### src/rtl/freq_gate_counter.sv
// Gated-window frequency counter: counts clk_test edges per gate window and auto-ranges
// the result to Hz (integer) or kHz (one decimal) for the six-digit display stage.
module freq_gate_counter #(
  parameter int GATE_CNT_MAX = 49_999_999,
  parameter int CNT_W        = 25
) (
  input  logic        sys_clk,
  input  logic        sys_rst_n,
  input  logic        clk_test,
  output logic [19:0] data,
  output logic [5:0]  point,
  output logic        sign,
  output logic        seg_en,
  output logic        over_range,
  output logic        meas_done
);

  localparam int               GW        = $clog2(GATE_CNT_MAX + 1);
  localparam int               DW        = $clog2(CNT_W + 1);
  localparam logic [GW-1:0]    GATE_LAST = GW'(GATE_CNT_MAX);
  localparam logic [CNT_W-1:0] EDGE_MAX  = {CNT_W{1'b1}};
  localparam logic [7:0]       DIVISOR   = 8'd100;

  typedef enum logic [1:0] {S_IDLE, S_CHECK, S_DIV, S_UPDATE} state_t;
  state_t r_state, w_next;

  logic             r_s1, r_s2, r_s3;
  logic [GW-1:0]    r_cnt_gate;
  logic [CNT_W-1:0] r_cnt_edge, r_cnt_latch, r_quo;
  logic             r_sat, r_sat_latch, r_khz;
  logic [6:0]       r_rem;
  logic [DW-1:0]    r_div_cnt;

  logic w_edge, w_gate_end, w_edge_ovf, w_fits, w_ge;
  logic [7:0] w_trial, w_sub;

  assign w_edge     = r_s2 & ~r_s3;
  assign w_gate_end = (r_cnt_gate == GATE_LAST);
  assign w_edge_ovf = w_edge & (r_cnt_edge == EDGE_MAX);
  assign w_fits     = (32'(r_cnt_latch) <= 32'd999_999);
  // Restoring step: trial < 200, so bit 7 of (trial - 100) is set exactly when trial < 100.
  assign w_trial    = {r_rem, r_quo[CNT_W-1]};
  assign w_sub      = w_trial - DIVISOR;
  assign w_ge       = ~w_sub[7];
  assign sign       = 1'b0;

  always_ff @(posedge sys_clk or negedge sys_rst_n) begin
    if (!sys_rst_n) begin
      r_s1 <= 1'b0;
      r_s2 <= 1'b0;
      r_s3 <= 1'b0;
      r_cnt_gate <= '0;
    end else begin
      r_s1 <= clk_test;
      r_s2 <= r_s1;
      r_s3 <= r_s2;
      r_cnt_gate <= w_gate_end ? '0 : r_cnt_gate + GW'(1);
    end
  end

  // An edge coinciding with gate_end is folded into the closing window's latch.
  always_ff @(posedge sys_clk or negedge sys_rst_n) begin
    if (!sys_rst_n) begin
      r_cnt_edge  <= '0;
      r_sat       <= 1'b0;
      r_cnt_latch <= '0;
      r_sat_latch <= 1'b0;
    end else if (w_gate_end) begin
      r_cnt_latch <= w_edge_ovf ? r_cnt_edge : r_cnt_edge + CNT_W'(w_edge);
      r_sat_latch <= r_sat | w_edge_ovf;
      r_cnt_edge  <= '0;
      r_sat       <= 1'b0;
    end else if (w_edge) begin
      if (w_edge_ovf) r_sat <= 1'b1;
      else            r_cnt_edge <= r_cnt_edge + CNT_W'(1);
    end
  end

  always_ff @(posedge sys_clk or negedge sys_rst_n) begin
    if (!sys_rst_n) r_state <= S_IDLE;
    else            r_state <= w_next;
  end

  always_comb begin
    w_next = r_state;
    unique case (r_state)
      S_IDLE:   if (w_gate_end) w_next = S_CHECK;
      S_CHECK:  w_next = w_fits ? S_UPDATE : S_DIV;
      S_DIV:    if (r_div_cnt == '0) w_next = S_UPDATE;
      S_UPDATE: w_next = S_IDLE;
      default:  w_next = S_IDLE;
    endcase
  end

  // r_quo carries the Hz count directly, or shifts in quotient bits MSB first in DIV.
  always_ff @(posedge sys_clk or negedge sys_rst_n) begin
    if (!sys_rst_n) begin
      r_quo      <= '0;
      r_rem      <= '0;
      r_div_cnt  <= '0;
      r_khz      <= 1'b0;
      data       <= '0;
      point      <= '0;
      seg_en     <= 1'b0;
      over_range <= 1'b0;
      meas_done  <= 1'b0;
    end else begin
      meas_done <= (r_state == S_UPDATE);
      case (r_state)
        S_CHECK: begin
          r_quo     <= r_cnt_latch;
          r_rem     <= '0;
          r_div_cnt <= DW'(CNT_W - 1);
          r_khz     <= ~w_fits;
        end
        S_DIV: begin
          r_quo     <= {r_quo[CNT_W-2:0], w_ge};
          r_rem     <= w_ge ? w_sub[6:0] : w_trial[6:0];
          r_div_cnt <= r_div_cnt - DW'(1);
        end
        S_UPDATE: begin
          data       <= 20'(r_quo);
          point      <= r_khz ? 6'b000010 : 6'b000000;
          over_range <= r_sat_latch;
          seg_en     <= 1'b1;
        end
        default: ;
      endcase
    end
  end

endmodule
### config.mk
export PLATFORM = sky130hd
export DESIGN_NAME = freq_gate_counter
export DESIGN_NICKNAME = d
export VERILOG_FILES = /design/src/rtl/freq_gate_counter.sv
export SDC_FILE = /design/constraint.sdc
export NUM_CORES = 1
export LEC_CHECK = 0
export ABC_AREA = 1
export BUFFER_PORTS_ARGS = -buffer_cell sky130_fd_sc_hd__buf_2
export CAP_MARGIN = 15
export CORE_ASPECT_RATIO = 1.2
export CORE_UTILIZATION = 40
export CTS_CLUSTER_SIZE = 20
export DETAILED_ROUTE_END_ITERATION = 10
export PLACE_DENSITY = 0.55
export SKIP_LAST_GASP = 1
export SYNTH_ARGS = -nofsm -noshare
export SYNTH_HDL_FRONTEND = slang
export SYNTH_SLANG_ARGS = --single-unit
### constraint.sdc
create_clock -name sys_clk -period 5.1 [get_ports sys_clk]
set_input_delay 0.51 -clock sys_clk [delete_from_list [all_inputs] [get_ports sys_clk]]
set_output_delay 0.51 -clock sys_clk [all_outputs]
set_load 0.02 [all_outputs]
======== Yosys cells after proc, flatten, opt, wreduce, memory -nomap -nowiden ========
Cells that the tools add are included.
word-level totals
  word-level logic and storage cells ...... 63
  output and inout bits ................... 30
  bits of input ports ..................... 3
  bits in registers ....................... 150
cells by class
  $add $sub $neg .......................... 5
  bitwise operators ....................... 6
  mux-type cells .......................... 17
  reduce and logical (&&, ||, !) cells .... 8
  magnitude comparators ................... 1
  equal/unequal tests ..................... 8
operators with widths
  kind                                                               count
  2-to-1 mux 25 bit                                                  4
  one-hot mux 25 bit (2 select lines)                                1
  adder 26 x 1 -> 26 bit (second input constant)                     1
  == test 26 bit (second input constant)                             1
  2-to-1 mux 26 bit                                                  1
  adder 25 x 1 -> 25 bit                                             1
  adder 25 x 1 -> 25 bit (second input constant)                     1
  == test 25 bit (second input constant)                             1
  less-or-equal comparator 25 x 20 -> 1 bit (second input constant)  1
  one-hot mux 7 bit (2 select lines)                                 1
  one-hot mux 5 bit (2 select lines)                                 1
  one-hot mux 2 bit (4 select lines)                                 1
  subtractor 8 x 7 -> 8 bit (second input constant)                  1
  2-to-1 mux 7 bit                                                   1
  2-to-1 mux 2 bit                                                   3
  != test 2 bit (second input constant)                              3
  AND reduction 2 bit                                                3
  nonzero test 2 bit                                                 3
  zero test 5 bit                                                    1
  subtractor 5 x 1 -> 5 bit (second input constant)                  1
  == test 2 bit (second input constant)                              2
  2-to-1 mux 1 bit                                                   4
  NOT 1 bit                                                          3
  AND 1 bit                                                          2
  other kinds (3)                                                    3

======== Depth between registers and ports, before layout ========
Gate-level depths: netlist of the first run.
  word-level depth ........................ 6
  depth in mapped cells ................... 13
  depth with buffers taken out ............ 13

======== Worst setup path before layout of the first run ========
Ideal clock, no wire load.
  path kind ............................... reg-to-reg
  start point ............................. reg r_s3
  end point ............................... reg r_cnt_latch[14]
  data arrival time ....................... 2.069 ns
  stages on the path, launching flop included .. 11
  path slack .............................. 2.908 ns
  library setup time ...................... 0.123 ns
  buffers on the path ..................... 0
  data required time ...................... 4.977 ns
  clock period less this slack ............ 2.192 ns
  cell sequence ........................... dfrtp_1 > or2_2 > clkinv_1 > ha_1 > ha_1 > nand3_1 > nor2_1 > nand3_1 > xor2_1 > o21ai_0 > nand2_1
between the ends
  word-level cells in the longest chain between the ends .. 4
  elaborated cells between the ends (all ways) .. 5
  classes of those cells .................. add/sub (1); mux (1); bitwise (3)
RTL lines
  element                                              line    RTL
  start, declared                                      27      logic r_s1, r_s2, r_s3;
  start signal, assigned                               56      r_s3 <= r_s2;
  NOT 1 bit (*)                                        37      assign w_edge = r_s2 & ~r_s3;
  AND 1 bit (*)                                        37
  adder 25 x 1 -> 25 bit or AND 1 bit (tied branches)  69, 39
  2-to-1 mux 25 bit (*)                                69      r_cnt_latch <= w_edge_ovf ? r_cnt_edge : r_cnt_edge + CNT_W'(w_edge);
  end signal, assigned                                 69
  end, declared                                        29      logic [CNT_W-1:0] r_cnt_edge, r_cnt_latch, r_quo;
Every way passes the cells marked *; elsewhere a longest branch is shown, timed or not.
A chain may end at the register's enable or synchronous reset.

======== Worst setup path in the final report of the first run ========
  start point ............................. reg r_cnt_gate[0]
  end point ............................... reg r_cnt_edge[12]
between the ends
  word-level cells in the longest chain between the ends .. 3
  elaborated cells between the ends (all ways) .. 5
  classes of those cells .................. eq/ne (2); mux (1); reduce/logical (2)
RTL lines
  element                                                        line  RTL
  start, declared                                                28    logic [GW-1:0] r_cnt_gate;
  start signal, assigned                                         57    r_cnt_gate <= w_gate_end ? '0 : r_cnt_gate + GW'(1);
  == test 26 bit (*)                                             38    assign w_gate_end = (r_cnt_gate == GATE_LAST);
  != test 2 bit (no line) or nonzero test 2 bit (tied branches)  -
  AND reduction 2 bit (no line)                                  -
  end signal, assigned                                           75    else r_cnt_edge <= r_cnt_edge + CNT_W'(1);
  end, declared                                                  29
Marked as above.

==> metrics, run 1 <==
initial antenna violation count 0; Fillers a little under 2,000; DR DRC count 0; yosys warns 0; layout cells sized above 1 under 10%; area delta synth->final 11.58%; placed cell area 8130 um2; final hold violation count 0; CTS tree yes; CTS HTree Levels 4; Relative slew margins about a third; CP top delay family simple AND/OR/NAND/NOR gates; TNS Setup 0 ns; run status completed; Final period util between 60% and 70%; predominant post-synthesis flop cell dfrtp_1; DR iter-0 viols 345; Clk pin slew, worst setup/hold paths about 0.06 ns; crit path DAT 3.55 ns; syn_area_per_cell about 7.6 um2; Routed Antenna Nets 0; Crit path largest cell delay just over 0.9 ns; cell taking the most area after synthesis dfrtp_1; synth top area cells dfrtp_1, nand2_1, nor2_1; Starting Density about two fifths; number of synthesized flops with an enable pin 0; Cell Int Power slightly below 0.002 W; DIE WIDTH between 100 and 150 um; CTS root buffer clkbuf_16; DPL Wire Length between 10,000 and 15,000 um; pwr/cell area between 200 and 300 nW/um2; reg2reg setup slack 1.91 ns; slowest CP cell a21oi_4; pin count of the biggest net entering global routing about 100; GRT Total Usage between 15 and 20%; startpoint types flip-flop; worst hold slack ~0.16 ns; Port Buffers 26; count of buffer and inverter cells on the critical path 1; slew of the pin with the lowest slew margin between 1 and 1.5 ns; Leak 4.239 nW; FFs w/ async S/R, synth 100.0%; post-CTS setup repair buffer count 0; area share of the leading cell type in the synthesized netlist approximately 46%; Seq pwr share a little under half; nets@finish approximately 1,100; Hold WC Path Type in2async; Max-Cap Viols 0; pre-CTS setup slack between 1.5 and 2 ns; total die area just over 20,000 um2; vias in the first global route between 6,000 and 7,000; global route overflow 0; most common cell after layout, fill and taps aside nand2_1; Core Region 18,990 um2; CP Class reg2reg; crit-path cells ha_1, nand2_1, nor2_1, nand2_1, nor2_1, nand2_2, inv_2, a21oi_4, nand2_1, nand2_1; register bit total from synthesis around 150; routed len/inst around 14 um; num ports 33; 1st-pass router iterations 5; Via Count approximately 6,500; CTS Buf Count 17; mapped cell area 7823 um2; clock share of power between 40% and 50%; CP endpoint kind flip-flop; Clock Latency Late Sink about 0.43 ns; Final Setup Violations 0; most frequent cells in the layout nand2_1, dfrtp_1, nor2_1; Inserted Diodes 0; first-pass GRT wire length just over 30,000 um; Comb power frac under 10%; Netlist cell types 36; Slew Viols, Final 0; Final Skew between 0.008 and 0.009 ns; RD Place Congestion ~0.89; die height between 150 and 200 um; Final WS setup about 1.9 ns; CP Max Fanout between 40 and 50; Post-CTS Hold Fix Bufs 0; Post-CTS Resized 0; Peak supply drop around 0.00027 V; post-synthesis sequential area ratio between 40% and 50%; most used cell, CP nand2_1; num rows 55; design area 8728 um2; P_sw 0.0005966 W; post-layout min period 3.191 ns; clk buf depth 2; Max Fclk about 310 MHz; Sw Ratio roughly a quarter; Post-Syn Instances 1,033; via density per instance around 5; WL final between 15,000 and 20,000 um; Worst EP required approximately 5.5 ns; Clock Sink Count between 100 and 150; RSZ-0062 raised after global routing false
## layer usage
layer | share of wire (%) | GRT usage [%]
met4 | 1.9 | 6.368
met3 | 3.2 | 3.232
met2 | 49 | 33.41
met1 | 46 | 26.02
met5 | 0 | 0
## worst reg2reg max path: cells and delay by family (launching register included)
kind | cells | cell delay, ns
adders and majority gates | 1 | 0.24
DFF | 1 | 0.43
AOI/OAI and AO/OA | 1 | 0.92
and+or+nand+nor | 7 | 1.01
buffers and inverters | 1 | 0.54
## per-stage QoR
stage | std cells | utilization [%] | total power (W)
after global routing | 1322 | 45.96 | 0.002660
after CTS | 1322 | 45.96 | 0.002597
final | 1322 | 45.96 | 0.002565
after detailed placement | 1290 | 42.81 | 0.001342
after global placement | 1290 | 42.81 | 0.001343
after floorplan | 1038 | - | 0.001298
## power groups by stage
stage,Combinational [W],Sequential (W),Clock (W)
finish,0.000127,0.00119,0.00124
global placement,0.000130,0.00121,0
global route,0.000146,0.00120,0.00132
CTS,0.000129,0.00119,0.00127
detailed placement,0.000129,0.00121,0
floorplan,0.0000911,0.00121,0
## Yosys cell counts (5+ instances only)
| library cell | instances |
|---|---|
| ha_1 | 12 |
| nand3_1 | 76 |
| xnor2_1 | 11 |
| nor2_2 | 5 |
| nand2_2 | 15 |
| buf_4 | 7 |
| o21ai_2 | 11 |
| nand4_1 | 17 |
| a21oi_1 | 8 |
| dfrtp_1 | 145 |
| nand2_1 | 349 |
| o21ai_0 | 45 |
| nor3_1 | 18 |
| clkbuf_1 | 14 |
| xor2_1 | 23 |
| o211ai_1 | 17 |
| buf_2 | 8 |
| inv_1 | 102 |
| nor2_1 | 115 |
## path summary, 6_finish.rpt
kind | startpoint | to | cells after the start
setup / recovery | r_cnt_gate[0]$_DFF_PN0_ | r_cnt_edge[12]$_DFFE_PN0P_ | 10
hold / removal | sys_rst_n | r_rem[4]$_DFFE_PN0P_ | 1
setup reg to reg | r_cnt_gate[0]$_DFF_PN0_ | r_cnt_edge[12]$_DFFE_PN0P_ | 10
hold reg to reg | r_s1$_DFF_PN0_ | r_s2$_DFF_PN0_ | 0
max in group asynchronous | sys_rst_n | r_div_cnt[2]$_DFFE_PN0P_ | 2
min in group sys_clk | clk_test | r_s1$_DFF_PN0_ | 1
## kinds of logic (layout without fill, tap and decap cells)
logic type | after synthesis | in the layout | synth area share [%]
AND/OR/NAND/NOR | 607 | 607 | 32.74
flip-flops | 145 | 145 | 46.39
buffers and inverters | 141 | 169 | 7.614
AO/OA/AOI/OAI | 93 | 93 | 7.486
XOR/XNOR | 34 | 34 | 3.807
adder cells (fa/ha/maj) | 12 | 12 | 1.919
other | 1 | 6 | 0.04794
## state kept, by name, summed over array words and instances (netlist names), 2 cells and up
signal,flops
r_cnt_edge,25
r_quo,25
r_rem,7
data,20
r_state,2
r_div_cnt,5
r_cnt_gate,26
r_cnt_latch,25
## layout make-up
class	count	area, um2	share of cell area (%)
well taps	256	320.3	3.670
clock inverters	6	68.82	0.7884
flip-flops and latches	145	3628	41.57
inverters	108	405.4	4.644
repair buffers	29	158.9	1.821
multi-input cells	752	3617	41.44
clock buffers	26	529.3	6.064
Note: power is estimated with default switching activity, not from simulation.
==> run 2, diff against run 1 <==
- ABC_AREA: 1 -> 0
- clock period: 5.1 -> 3.2 ns (I/O delays scaled with it)
==> run 2 against run 1 <==
The run now ends with design-rule violations left; register-to-register slack lost 1.2 ns; count of clock-buffer cells in the layout shrank 9; wire length shrank 14%; core utilization grew 0.41 points; critical path type unchanged; critical path depth shrank 6; first-iteration DRC count grew 31%; setup slack lost 1.2 ns; largest cell class unchanged; sequential power grew 63%; power grew 59%; via count shrank 17%.
==> metrics, run 2 <==
run status finished, violations left (was completed); violated checks design-rule violations; routed len/inst 16.42 um (was 14.09 um); final hold violation count 0 (unchanged); most frequent cells in the layout dfrtp_1, nor2_1, nand2_1 (was nand2_1, dfrtp_1, nor2_1); WL final 16,060 um (was 18,630 um); syn_area_per_cell 9.904 um2 (was 7.573 um2); 1st-pass router iterations 10 (was 5); clk buf depth 2 (unchanged); Inserted Diodes 0 (unchanged); first-pass GRT wire length 26,920 um (was 31,060 um); CP Max Fanout 12 (was 45); Post-Syn Instances 734 (was 1,033); Routed Antenna Nets 0 (unchanged); most common cell after layout, fill and taps aside dfrtp_1 (was nand2_1); most flop-heavy register r_cnt_gate (unchanged); Peak supply drop 0.0003628 V (was 0.0002658 V); RSZ-0062 raised after global routing false (unchanged); yosys warns 0 (unchanged); Max Fclk 406.7 MHz (was 313.4 MHz); CP Class reg2reg (unchanged); num ports 33 (unchanged); die height 149.7 um (was 155.2 um); Clock Latency Late Sink 0.43 ns (about the same); top-count cell post-synth dfrtp_1 (was nand2_1); vias in the first global route 5,208 (was 6,156); post-synthesis sequential area ratio 49.91% (was 46.39%); pin count of the biggest net entering global routing 120 (was 103); pwr/cell area 499.8 nW/um2 (was 293.9 nW/um2); startpoint types flip-flop (unchanged); post-layout min period 2.459 ns (was 3.191 ns); FFs w/ async S/R, synth 100.0% (unchanged); initial antenna violation count 0 (unchanged); DR DRC count 4 (was 0); Largest register FFs 26 (unchanged); Clk pin slew, worst setup/hold paths 0.07 ns (was 0.06 ns); CP endpoint kind flip-flop (unchanged); top cell types by occurrence after synthesis dfrtp_1, nor2_1, nand2_1 (was nand2_1, dfrtp_1, nor2_1); GRT Total Usage 18.26% (was 19.90%); area delta synth->final 12.50% (was 11.58%); Final period util 76.83% (was 62.56%); RD Place Congestion 0.8726 (was 0.8881); num rows 53 (was 55); mapped cell area 7269 um2 (was 7823 um2); CTS Buf Count 17 (unchanged); CTS root buffer clkbuf_16 (unchanged); Port Buffers 26 (unchanged); Final Skew 0.009980 ns (was 0.008320 ns); nets@finish 760 (was 1,068); Post-CTS Resized 0 (unchanged); Post-CTS Hold Fix Bufs 1 (was 0); DR iter-0 viols 453 (was 345); Tot Pwr 0.004088 W (was 0.002565 W); register bit total from synthesis 145 (unchanged); TNS Setup 0 ns (unchanged); met3 Use GR 3.826% (was 3.232%); Starting Density 41.21% (was 41.19%); Final Setup Violations 0 (unchanged); global route overflow 0 (unchanged); Layout Utilization 46.36% (was 45.96%); Core Region 17,640 um2 (was 18,990 um2); crit path DAT 2.81 ns (was 3.55 ns); DIE WIDTH 125.1 um (was 129.7 um); Relative slew margins 38.16% (was 31.81%); via density per instance 5.500 (was 4.911); cell taking the most area after synthesis dfrtp_1 (unchanged); Worst EP required 3.55 ns (was 5.46 ns); Final WS setup 0.7413 ns (was 1.909 ns); Slew Viols, Final 0 (unchanged); grt peak-use layer met2 (unchanged); M2 GR Usage 28.55% (was 33.41%); Via Count 5,379 (was 6,493); slew of the pin with the lowest slew margin 0.9191 ns (was 1.021 ns); total die area 18,720 um2 (was 20,120 um2); number of synthesized flops with an enable pin 0 (unchanged); Clock Sink Count 145 (unchanged); synth top area cells dfrtp_1, mux2i_1, xnor2_1 (was dfrtp_1, nand2_1, nor2_1); Max-Cap Viols 0 (unchanged); predominant post-synthesis flop cell dfrtp_1 (unchanged); layout cells sized above 1 13.32% (was 9.662%); CTS tree yes (unchanged); Hold WC Path Type reg2reg (was in2async); Leak 3.499 nW (was 4.239 nW); post-CTS setup repair buffer count 0 (unchanged); DPL Wire Length 10,760 um (was 13,320 um); pre-CTS setup slack 0.7322 ns (was 1.876 ns); Netlist cell types 54 (was 36); area share of the leading cell type in the synthesized netlist 49.91% (was 46.39%); M1 GR Usage 24.29% (was 26.02%); CTS HTree Levels 4 (unchanged)
run 2: power by group:
group / leakage (nW) / total, W / switching (W) / internal (W)
registers: 2.00 / 0.00194 / 0.0000745 / 0.00187
clock network: 0.278 / 0.00195 / 0.000855 / 0.00109
logic: 1.23 / 0.000199 / 0.000128 / 0.0000705
total: 3.50 / 0.00409 / 0.00106 / 0.00303
run 2: layout make-up:
| class | instances | area, um2 |
|---|---|---|
| Multi-Input combinational cell | 525 | 3368 |
| Tap cell | 220 | 275.3 |
| Clock buffer | 17 | 425.4 |
| Timing Repair Buffer | 38 | 264.0 |
| Inverter | 18 | 67.56 |
| Clock inverter | 15 | 148.9 |
| Fill cell | 1657 | 9462 |
| Sequential cell | 145 | 3628 |
run 2: logic make-up after synthesis:
| logic type | Yosys count | share of synthesized area, % |
|---|---|---|
| simple gates | 260 | 18.21 |
| mux | 55 | 7.952 |
| compound gates | 139 | 11.22 |
| flops | 145 | 49.91 |
| xor+xnor | 53 | 6.385 |
| other cells | 1 | 0.05159 |
| buf+inv | 69 | 4.200 |
| fa+ha+maj | 12 | 2.065 |
run 2: worst max-delay path, cell delays in order (launching register included):
cell	delay [ns]
dfrtp_1	0.56
and4_1	0.52
nand3_1	0.53
or4_1	0.63
a21oi_1	0.14
run 2: final timing paths:
path	end	start	cells past startpoint	slack, ns
worst max-delay path	r_cnt_edge[18]$_DFFE_PN0P_	r_cnt_edge[5]$_DFFE_PN0P_	4	0.74
worst min-delay path	r_s2$_DFF_PN0_	r_s1$_DFF_PN0_	0	0.35
worst max register to register	r_cnt_edge[18]$_DFFE_PN0P_	r_cnt_edge[5]$_DFFE_PN0P_	4	0.74
worst min register to register	r_s2$_DFF_PN0_	r_s1$_DFF_PN0_	0	0.35
max in group asynchronous	r_cnt_edge[19]$_DFFE_PN0P_	sys_rst_n	4	1.89
min in group asynchronous	r_rem[5]$_DFFE_PN0P_	sys_rst_n	2	0.36
run 2: metrics by stage:
| step | hold slack [ns] | area (um2) | cells |
|---|---|---|---|
| floorplan | 0.02441 | 7288 | 739 |
| global placement | 0.3371 | 7556 | 943 |
| detailed placement | 0.3362 | 7556 | 943 |
| CTS | 0.1305 | 8140 | 976 |
| global route | 0.3590 | 8178 | 978 |
| finish | 0.3496 | 8178 | 978 |
run 2: per-layer routing:
| metal | wire length [um] | share of wire [%] |
|---|---|---|
| met1 | 7614 | 47 |
| met2 | 7490 | 47 |
| met3 | 547 | 3.4 |
| met4 | 403 | 2.5 |
| met5 | 0 | 0 |
==> run 3, diff against run 2 <==
- PLACE_DENSITY: 0.55 -> 0.57
- clock period: 3.2 -> 2.2 ns (I/O delays scaled with it)
==> run 3 against run 2 <==
The run now ends clean; cell count increased by 4.1%; clock power up 45%; clock skew is essentially flat; power increased by 47%; largest cell class unchanged.
==> metrics, run 3 (synthesis results as in run 2) <==
run status completed (was finished, violations left); CP endpoint kind flip-flop (unchanged); most flop-heavy register r_cnt_gate (unchanged); reg2reg setup slack 0.14 ns (was 0.74 ns); Max Fclk 485.5 MHz (was 406.7 MHz); pwr/cell area 705.4 nW/um2 (was 499.8 nW/um2); vias in the first global route 5,487 (was 5,208); CTS Buf Count 17 (unchanged); Layout Utilization 48.34% (was 46.36%); Clk pin slew, worst setup/hold paths 0.07 ns (about the same); routed len/inst 15.88 um (was 16.42 um); Relative slew margins 63.64% (was 38.16%); DR iter-0 viols 358 (was 453); global route overflow 0 (unchanged); Final period util 93.62% (was 76.83%); first-pass GRT wire length 27,880 um (was 26,920 um); pre-CTS setup slack 0.1088 ns (was 0.7322 ns); Slew Viols, Final 0 (unchanged); clk buf depth 2 (unchanged); Met3 Wirelength 507 um (was 547 um); CTS tree yes (unchanged); worst setup path startpoint r_cnt_latch[12]$_DFFE_PN0N_ (was r_cnt_edge[5]$_DFFE_PN0P_); CTS root buffer clkbuf_16 (unchanged); Routed Antenna Nets 0 (unchanged); DRT met1 WL 7673 um (was 7614 um); RSZ-0062 raised after global routing false (unchanged); CTS HTree Levels 4 (unchanged); Peak supply drop 0.0005255 V (was 0.0003628 V); Via Count 5,442 (was 5,379); nets@finish 800 (was 760); DPL Wire Length 11,580 um (was 10,760 um); initial antenna violation count 0 (unchanged); Final WS setup 0.1405 ns (was 0.7413 ns); Final Setup Violations 0 (unchanged); Core Region 17,640 um2 (unchanged); total die area 18,720 um2 (unchanged); Largest register FFs 26 (unchanged); r2r endpoint r_state[0]$_DFFE_PN0P_ (was r_cnt_edge[18]$_DFFE_PN0P_); worst setup path endpoint r_state[0]$_DFFE_PN0P_ (was r_cnt_edge[18]$_DFFE_PN0P_); most common cell after layout, fill and taps aside dfrtp_1 (unchanged); layout cells sized above 1 18.05% (was 13.32%); num ports 33 (unchanged); RD Place Congestion 0.8895 (was 0.8726); Starting Density 41.21% (unchanged); final hold violation count 0 (unchanged); met2 WL 7728 um (was 7490 um); most frequent cells in the layout dfrtp_1, nor2_1, nand2_1 (unchanged); Leak 3.711 nW (was 3.499 nW); CP Class reg2reg (unchanged); Hold WC Path Type in2async (was reg2reg); Clock Latency Late Sink 0.43 ns (about the same); Final Skew 0.009694 ns (was 0.009980 ns); Tot Pwr 0.006015 W (was 0.004088 W); Worst EP required 2.51 ns (was 3.55 ns); post-layout min period 2.060 ns (was 2.459 ns); Clock Sink Count 145 (unchanged); DR DRC count 0 (was 4); FF-to-FF Start r_cnt_latch[12]$_DFFE_PN0N_ (was r_cnt_edge[5]$_DFFE_PN0P_); CP Max Fanout 3 (was 12); slew of the pin with the lowest slew margin 0.5437 ns (was 0.9191 ns); DIE WIDTH 125.1 um (unchanged); pin count of the biggest net entering global routing 57 (was 120); worst r2r path cells 5 (was 4); Max-Cap Viols 0 (unchanged); highest metal used met4 (unchanged); WL final 16,170 um (was 16,060 um); 1st-pass router iterations 6 (was 10); area delta synth->final 17.30% (was 12.50%); num rows 53 (unchanged); Port Buffers 26 (unchanged); Inserted Diodes 0 (unchanged); via density per instance 5.346 (was 5.500); GRT Total Usage 18.84% (was 18.26%); die height 149.7 um (unchanged); startpoint types flip-flop (unchanged); crit path DAT 2.37 ns (was 2.81 ns); TNS Setup 0 ns (unchanged)
## run 3: cell types whose count changed in the layout (fill, tap and decap cells not counted), moves of 2 or more
cell,change
buf_12,+4
buf_4,+36
inv_6,-3
inv_8,+2
## run 3: timing repair
action                                  in CTS  in global routing
buffers inserted                             0                  1
endpoints found under the setup margin       0                  9
endpoints found under the hold margin       48                  0
gates resized for setup                      0                  5
hold buffers                                 2                  0
## run 3: worst min path at each step
stage / cells past startpoint / from / to / slack [ns]
after floorplan: 0 / sys_rst_n / data[0]$_DFFE_PN0P_ / -0.08
after global placement: 1 / sys_rst_n / r_rem[6]$_DFFE_PN0P_ / 0.18
after detailed placement: 1 / sys_rst_n / r_rem[6]$_DFFE_PN0P_ / 0.19
after CTS: 2 / sys_rst_n / r_rem[6]$_DFFE_PN0P_ / 0.31
after global routing: 2 / sys_rst_n / r_rem[5]$_DFFE_PN0P_ / 0.33
final: 2 / sys_rst_n / r_rem[5]$_DFFE_PN0P_ / 0.29
## run 3: area by class of cell
cell class | instances | area (um2)
timing repair buffer | 78 | 598.1
inverter | 18 | 67.56
sequential | 145 | 3630
clock buffer | 17 | 425.4
clock inverter | 15 | 152.6
tap | 220 | 275.3
fill | 1654 | 9112
multi-input combinational | 525 | 3378
## run 3: where the power goes
part           switching, W  total, W  internal (W)
logic              0.000256  0.000419      0.000163
registers         0.0000562   0.00277       0.00272
clock network       0.00123   0.00282       0.00159
total               0.00154   0.00602       0.00447
## run 3: layer usage
metal  up-vias  GRT usage (%)
met4         0          7.195
li1       2715              -
met5         -              0
met1      2617          24.51
met2        89          31.23
met3        21          3.575
## run 3: stage by stage
stage | hold WS [ns] | area [um2] | instances
floorplan | -0.07559 | 7288 | 739
global placement | 0.1838 | 7906 | 983
detailed placement | 0.1928 | 7906 | 983
CTS | 0.3107 | 8504 | 1017
global route | 0.3323 | 8527 | 1018
finish | 0.2931 | 8527 | 1018
## run 3: critical path, stage by stage (launching register included)
cell,delay (ns)
dfrtp_1,0.40
or2_2,0.30
or4_1,0.40
nor4b_1,0.36
o21ai_1,0.14
o32a_1,0.34
